## src/rtl/spi_tx_arbiter_pkg.sv

```systemverilog
// Shared SPI constants: FSM state encoding and default frame geometry,
// common to the transmit arbiter and the serializer.
package spi_tx_arbiter_pkg;

   typedef enum logic [1:0] {
      ST_IDLE = 2'd0,
      ST_LOAD = 2'd1,
      ST_HOLD = 2'd2,
      ST_DONE = 2'd3
   } arb_state_t;

   localparam int DEF_FRAME_LEN  = 8;
   localparam int DEF_GAP_CYCLES = 2;
   localparam int WDOG_W         = 10;

endpackage

```

## src/rtl/spi_tx_arbiter_rr_arbiter2.sv

```systemverilog
// Two-way round-robin selector. i_ptr = 0 favours requester 0 on a tie,
// i_ptr = 1 favours requester 1. Output is one-hot, or 00 when disabled.
module rr_arbiter2 (
   input  logic [1:0] i_req,
   input  logic       i_ptr,
   input  logic       i_en,
   output logic [1:0] o_grant
);

   // Combinational pick: a lone requester always wins, a tie follows the pointer.
   always_comb begin
      // NOTE: every output gets a default before any branch, so no latch is inferred.
      o_grant = 2'b00;
      if (i_en) begin
         if (i_req == 2'b11) begin
            o_grant = i_ptr ? 2'b10 : 2'b01;
         end else begin
            o_grant = i_req;
         end
      end
   end

endmodule

```

## src/rtl/spi_tx_arbiter.sv

```systemverilog
// Two-requester frame arbiter in front of a byte serializer. A granted
// requester owns the serializer for FRAME_LEN bytes; bytes are strobed with
// GAP_CYCLES idle cycles between them. Dropping the request aborts the frame.
// Optional feature: define SPI_ARB_TIMEOUT_EN to add a LOAD-stall watchdog
// and the sticky err_timeout output.
module spi_tx_arbiter
   import spi_tx_arbiter_pkg::*;
#(
   parameter int FRAME_LEN      = DEF_FRAME_LEN,
   parameter int GAP_CYCLES     = DEF_GAP_CYCLES,
   parameter int TIMEOUT_CYCLES = 1023
) (
   input  logic       clk,
   input  logic       reset,
   input  logic       req0,
   input  logic       req1,
   input  logic [7:0] data0,
   input  logic [7:0] data1,
   output logic       ack0,
   output logic       ack1,
   output logic [1:0] grant,
   output logic       frame_done,
   output logic [7:0] ser_data,
   output logic       ser_valid,
   input  logic       ser_busy,
   input  logic       ser_over_run,
`ifdef SPI_ARB_TIMEOUT_EN
   output logic       err_overrun,
   output logic       err_timeout
`else
   output logic       err_overrun
`endif
);

   localparam logic [7:0] FRAME_LEN_B = 8'(FRAME_LEN);
   localparam logic [7:0] GAP_LAST    = 8'(GAP_CYCLES - 1);

   arb_state_t r_state;
   logic [1:0] r_grant;
   logic       r_rr_ptr;
   logic [7:0] r_byte_cnt;
   logic [7:0] r_gap_cnt;
   logic [7:0] r_ser_data;
   logic       r_ser_valid;
   logic       r_ack0;
   logic       r_ack1;
   logic       r_frame_done;
   logic       r_err_overrun;

   logic [1:0] w_arb_grant;
   logic       w_req_held;
   logic       w_abort;

`ifdef SPI_ARB_TIMEOUT_EN
   localparam logic [WDOG_W-1:0] WD_LAST = WDOG_W'(TIMEOUT_CYCLES - 1);
   logic [WDOG_W-1:0] r_wd_cnt;
   logic              r_err_timeout;
   logic              w_wd_expire;
`else
   logic [31:0] w_unused_timeout;
   assign w_unused_timeout = TIMEOUT_CYCLES;
`endif

   // A new owner is only chosen while idle, which keeps frames atomic.
   rr_arbiter2 u_rr (
      .i_req   ({req1, req0}),
      .i_ptr   (r_rr_ptr),
      .i_en    (r_state == ST_IDLE),
      .o_grant (w_arb_grant)
   );

   // Abort detection: owner dropped its request mid-frame, or the watchdog fired.
   always_comb begin
      w_req_held = |(r_grant & {req1, req0});
`ifdef SPI_ARB_TIMEOUT_EN
      w_wd_expire = (r_state == ST_LOAD) && ser_busy && (r_wd_cnt == WD_LAST);
      w_abort     = (((r_state == ST_LOAD) || (r_state == ST_HOLD)) && !w_req_held) ||
                    w_wd_expire;
`else
      w_abort     = ((r_state == ST_LOAD) || (r_state == ST_HOLD)) && !w_req_held;
`endif
   end

   // Main sequencer: grant, byte hand-off, inter-byte gap, frame completion or abort.
   always_ff @(posedge clk) begin
      if (reset) begin
         r_state       <= ST_IDLE;
         r_grant       <= 2'b00;
         r_rr_ptr      <= 1'b0;
         r_byte_cnt    <= 8'd0;
         r_gap_cnt     <= 8'd0;
         r_ser_data    <= 8'hFF;
         r_ser_valid   <= 1'b0;
         r_ack0        <= 1'b0;
         r_ack1        <= 1'b0;
         r_frame_done  <= 1'b0;
         r_err_overrun <= 1'b0;
      end else begin
         // NOTE: non-blocking assignments so every register samples pre-edge values.
         r_ser_valid  <= 1'b0;
         r_ack0       <= 1'b0;
         r_ack1       <= 1'b0;
         r_frame_done <= 1'b0;
         if (ser_over_run) begin
            r_err_overrun <= 1'b1;
         end
         if (w_abort) begin
            // The loser of the aborted frame still gets rotated behind the other side.
            r_grant    <= 2'b00;
            r_byte_cnt <= 8'd0;
            r_rr_ptr   <= r_grant[0];
            r_state    <= ST_IDLE;
         end else begin
            case (r_state)
               ST_IDLE: begin
                  if (w_arb_grant != 2'b00) begin
                     r_grant <= w_arb_grant;
                     r_state <= ST_LOAD;
                  end
               end
               ST_LOAD: begin
                  if (!ser_busy) begin
                     r_ser_valid <= 1'b1;
                     r_ser_data  <= r_grant[1] ? data1 : data0;
                     r_ack0      <= r_grant[0];
                     r_ack1      <= r_grant[1];
                     r_byte_cnt  <= r_byte_cnt + 8'd1;
                     r_gap_cnt   <= 8'd0;
                     r_state     <= ST_HOLD;
                  end
               end
               ST_HOLD: begin
                  if (r_gap_cnt == GAP_LAST) begin
                     if (r_byte_cnt == FRAME_LEN_B) begin
                        r_frame_done <= 1'b1;
                        r_state      <= ST_DONE;
                     end else begin
                        r_state <= ST_LOAD;
                     end
                  end else begin
                     r_gap_cnt <= r_gap_cnt + 8'd1;
                  end
               end
               ST_DONE: begin
                  r_grant    <= 2'b00;
                  r_byte_cnt <= 8'd0;
                  r_rr_ptr   <= r_grant[0];
                  r_state    <= ST_IDLE;
               end
               default: r_state <= ST_IDLE;
            endcase
         end
      end
   end

`ifdef SPI_ARB_TIMEOUT_EN
   // Watchdog: counts consecutive stalled LOAD cycles and latches the timeout flag.
   always_ff @(posedge clk) begin
      if (reset) begin
         r_wd_cnt      <= '0;
         r_err_timeout <= 1'b0;
      end else begin
         if ((r_state == ST_LOAD) && ser_busy && !w_abort) begin
            r_wd_cnt <= r_wd_cnt + 1'b1;
         end else begin
            r_wd_cnt <= '0;
         end
         if (w_wd_expire) begin
            r_err_timeout <= 1'b1;
         end
      end
   end

   assign err_timeout = r_err_timeout;
`endif

   assign grant       = r_grant;
   assign ack0        = r_ack0;
   assign ack1        = r_ack1;
   assign frame_done  = r_frame_done;
   assign ser_data    = r_ser_data;
   assign ser_valid   = r_ser_valid;
   assign err_overrun = r_err_overrun;

endmodule

```

## config.mk

```make
export PLATFORM = sky130hd
export DESIGN_NAME = spi_tx_arbiter
export DESIGN_NICKNAME = d
export VERILOG_FILES = /design/src/rtl/spi_tx_arbiter_pkg.sv /design/src/rtl/spi_tx_arbiter_rr_arbiter2.sv /design/src/rtl/spi_tx_arbiter.sv
export SDC_FILE = /design/constraint.sdc
export NUM_CORES = 1
export LEC_CHECK = 0
export CAP_MARGIN = 15
export CORE_UTILIZATION = 49
export DETAILED_ROUTE_END_ITERATION = 10
export PLACE_DENSITY = 0.8
export SLEW_MARGIN = 0
export SYNTH_ARGS = -nofsm -noshare
export SYNTH_HDL_FRONTEND = slang
export SYNTH_SLANG_ARGS = --single-unit
```

## constraint.sdc

```tcl
create_clock -name clk -period 2.6 [get_ports clk]
set_input_delay 0.26 -clock clk [delete_from_list [all_inputs] [get_ports clk]]
set_output_delay 0.26 -clock clk [all_outputs]
set_load 0.005 [all_outputs]
```

==> results.py, run 1 <==
metrics = {
    "cells_and_area": {
        "antennaDiodeCount": 0,
        "area_growth_pct": 26.8,
        "fin_cells": 269,
        "final_core_util": 0.673,
        "nNetsFinal": 257,
        "drive_gt1_frac": 0.0622,
    },
    "power_and_ir_drop": {
        "power_mw": 1.43,
        "intPower_mw": 0.950,
        "cellPowerDensity_nw_per_um2": 676,
        "seqPwrFrac": 0.436,
        "ir_worst_vdd_v": 0.000362,
        "power_leakage_nw": 0.790,
        "combPwrFrac": 0.363,
        "clkPwrFrac": 0.200,
        "power.switching_mw": 0.483,
        "swShare": 0.337,
    },
    "drt": {
        "drt_first_iter_violations": 62,
        "drtAntennaViolNets": 0,
        "top_layer": "met4",
        "vias": 1509,
        "wl_um": 3660,
        "wl_met2_um": 1690,
        "dr.pass1.iters": 4,
        "via_per_inst": 5.61,
        "wl_met3_um": 248,
        "drc": 0,
        "met1_length_um": 1660,
        "wl_per_cell_um": 13.6,
    },
    "sta": {
        "max_slew.worst_pin.slew_ns": 0.637,
        "fin_setup_tns_ns": 0,
        "max_freq_ghz": 0.436,
        "setup_viol": 0,
        "timing.final.crit_share": 0.882,
        "slew-limit-headroom": 0.569,
        "fin_skew_ns": 0.0119,
        "layout_min_cycle_time_ns": 2.29,
        "hold_viol": 0,
        "slew_viol_final": 0,
        "rsz0062_at_grt": "false",
    },
    "die": {
        "die_h_um": 60.4,
        "core_area_um2": 3150,
        "num_io_pins": 37,
        "start_util": 0.531,
        "die_area_um2": 3650,
        "num_rows": 20,
        "die_width_um": 60.4,
    },
    "clocking": {
        "clock-root-buffer": "clkbuf_4",
        "cts_buffers": 5,
        "cts_setup_buffers": 0,
        "clock_latency_ns": 0.34,
        "cts_tree": "done",
        "postCtsHoldBufs": 0,
        "cts-resized-gates": 0,
        "clock_path_buffers": 2,
        "clock-sinks": 34,
        "cts.reportedPaths.clkPinSlew_ns": 0.10,
        "htree_levels": 2,
    },
    "worst_setup_path": {
        "reg2reg_slack_ns": 0.31,
        "reg2regPathDepth": 6,
        "r2r-end": "r_gap_cnt[3]",
        "worstPathRequired_ns": 2.86,
        "endpoint": "r_gap_cnt[3]",
        "path_max_fanout": 9,
        "start_kind": "flop",
        "critPathKind": "reg2reg",
        "worstSetupStartpoint": "r_state[0]",
        "arrival_ns": 2.56,
        "reg2reg_from": "r_state[0]",
        "cp-end-kind": "flop",
    },
    "place": {
        "place_congestion": 0.810,
        "io_buffers": 36,
        "dp_cells": 263,
        "dp_hpwl_um": 2780,
    },
    "synthesis": {
        "netlist_instances": 188,
        "synth.cell_area_um2": 1670,
        "synth_cell_type_count": 42,
        "avgSynthCellArea_um2": 8.90,
        "yosys_most_used_dff": "dfxtp_1",
        "synth_seq_cells": 34,
        "yosys.area.top_type_share": 0.407,
        "synth_nets": 219,
        "synth_area_leaders": "dfxtp_1 (41%), ha_1 (6.7%), mux2i_1 (6.0%)",
        "ys_warn_count": 0,
        "synth_edf_count": 0,
        "yosysTopAreaCell": "dfxtp_1",
        "ys_seq_area_frac": 0.407,
        "synthArstFlopShare": 0,
    },
    "hold_path": {
        "min_path_type": "in2reg",
    },
    "global_route": {
        "grt_usage": 0.227,
        "grt_pass1_vias": 1419,
        "grt_max_degree": 17,
        "overflow": 0,
        "antenna_found_initial": 0,
        "grt_pass1_wl_um": 6070,
    },
    "run_status": {
        "outcome": "complete, no violations",
    },
    "run": {
        "cap_violations": 0,
    },
}
-- routing by layer --
| metal | track usage | up-vias |
|---|---|---|
| met1 | 0.279 | 704 |
| li1 | - | 750 |
| met3 | 0.0874 | 8 |
| met2 | 0.364 | 47 |
| met4 | 0.0779 | 0 |
| met5 | 0 | - |
-- cell usage in the layout (no fill, tap or decap), drive strengths merged, types with 2 or more instances in the layout --
cell type,instances
nand3,3
clkbuf,6
and3,2
o211ai,8
o21ai,7
or4b,2
a211oi,2
nor4b,4
mux2i,10
nor4,4
nor2b,2
a32oi,2
a21oi,9
a22oi,2
clkdlybuf4s50,36
or4,3
nor2,15
nor3,5
and2,2
xnor2,5
a21o,3
nand2,20
ha,9
nand4,3
or3,4
inv,10
dfxtp,34
-- worst max-delay path: stages (launching register included) --
cell,delay [ns]
dfxtp_1,0.39
inv_1,0.12
ha_1,0.37
a21bo_2,0.27
or2_0,0.33
or4_1,0.54
a21oi_1,0.19
-- cells in the mapped netlist (all sizes together), types with 3 or more instances --
| library cell | n |
|---|---|
| inv | 10 |
| xnor2 | 5 |
| nand4 | 3 |
| ha | 9 |
| nand2 | 20 |
| or4 | 3 |
| nand3 | 3 |
| nor2 | 15 |
| nor4b | 4 |
| nor3 | 5 |
| nor4 | 4 |
| clkbuf | 5 |
| mux2i | 10 |
| dfxtp | 34 |
| o211ai | 8 |
| o21ai | 7 |
| or3 | 4 |
| a21o | 3 |
| a21oi | 9 |
-- through the flow --
step	hold slack [ns]	cell area, µm²	worst slack [ns]
finish	0.484	2120	0.306
global route	0.491	2120	0.231
CTS	0.479	2120	0.352
detailed placement	0.466	2070	0.372
global placement	0.448	2070	0.487
floorplan	0.376	1670	0.559
-- registers in the layout, summed over array words and instances (netlist names) --
| register | count |
|---|---|
| r_byte_cnt | 8 |
| r_gap_cnt | 8 |
| ser_data | 8 |
| grant | 2 |
| r_state | 2 |
| ack0 | 1 |
| ack1 | 1 |
| err_overrun | 1 |
| frame_done | 1 |
| r_rr_ptr | 1 |
| ser_valid | 1 |
-- cells by family after synthesis --
kind of cell               count (synthesis)  share of synthesized area
and+or+nand+nor                           74                      0.238
AOI/OAI and AO/OA                         39                      0.159
DFF                                       34                      0.407
buffers and inverters                     16                     0.0382
muxes                                     10                     0.0598
adders and majority gates                  9                     0.0673
xor gates and xnor gates                   6                     0.0314
-- power by group through the flow --
stage / clock network, mW / registers, mW / logic [mW]
2_1_floorplan: 0 / 0.631 / 0.323
6_report: 0.287 / 0.625 / 0.521
5_1_grt: 0.313 / 0.631 / 0.573
3_3_place_gp: 0 / 0.629 / 0.499
4_1_cts: 0.291 / 0.624 / 0.519
3_5_place_dp: 0 / 0.634 / 0.516
-- how the worst min path moves through the flow --
stage	startpoint	to	slack [ns]	cells past startpoint
2_1_floorplan	ser_over_run	err_overrun	0.38	2
3_3_place_gp	err_overrun	err_overrun	0.45	2
3_5_place_dp	err_overrun	err_overrun	0.47	2
4_1_cts	ser_over_run	err_overrun	0.48	3
5_1_grt	ser_over_run	err_overrun	0.49	3
6_report	ser_over_run	err_overrun	0.48	3
-- layout make-up --
class | instances | area (µm²)
fill | 275 | 1030
multi-input combinational | 138 | 928
sequential | 34 | 681
timing repair buffer | 37 | 368
tap | 44 | 55.1
clock buffer | 6 | 51.3
inverter | 10 | 37.5
No activity file was read; power rests on OpenSTA's default activity.
==> run 2: changes to the inputs <==
--- a/config.mk
+++ b/config.mk
@@ -5,7 +5,7 @@
 export SDC_FILE = /design/constraint.sdc
 export NUM_CORES = 1
 export LEC_CHECK = 0
-export CAP_MARGIN = 15
+export CAP_MARGIN = 5
 export CORE_UTILIZATION = 49
 export DETAILED_ROUTE_END_ITERATION = 10
 export PLACE_DENSITY = 0.8
==> results of run 2 <==
No change in the layout: final DEF, timing and power equal those of run 1.
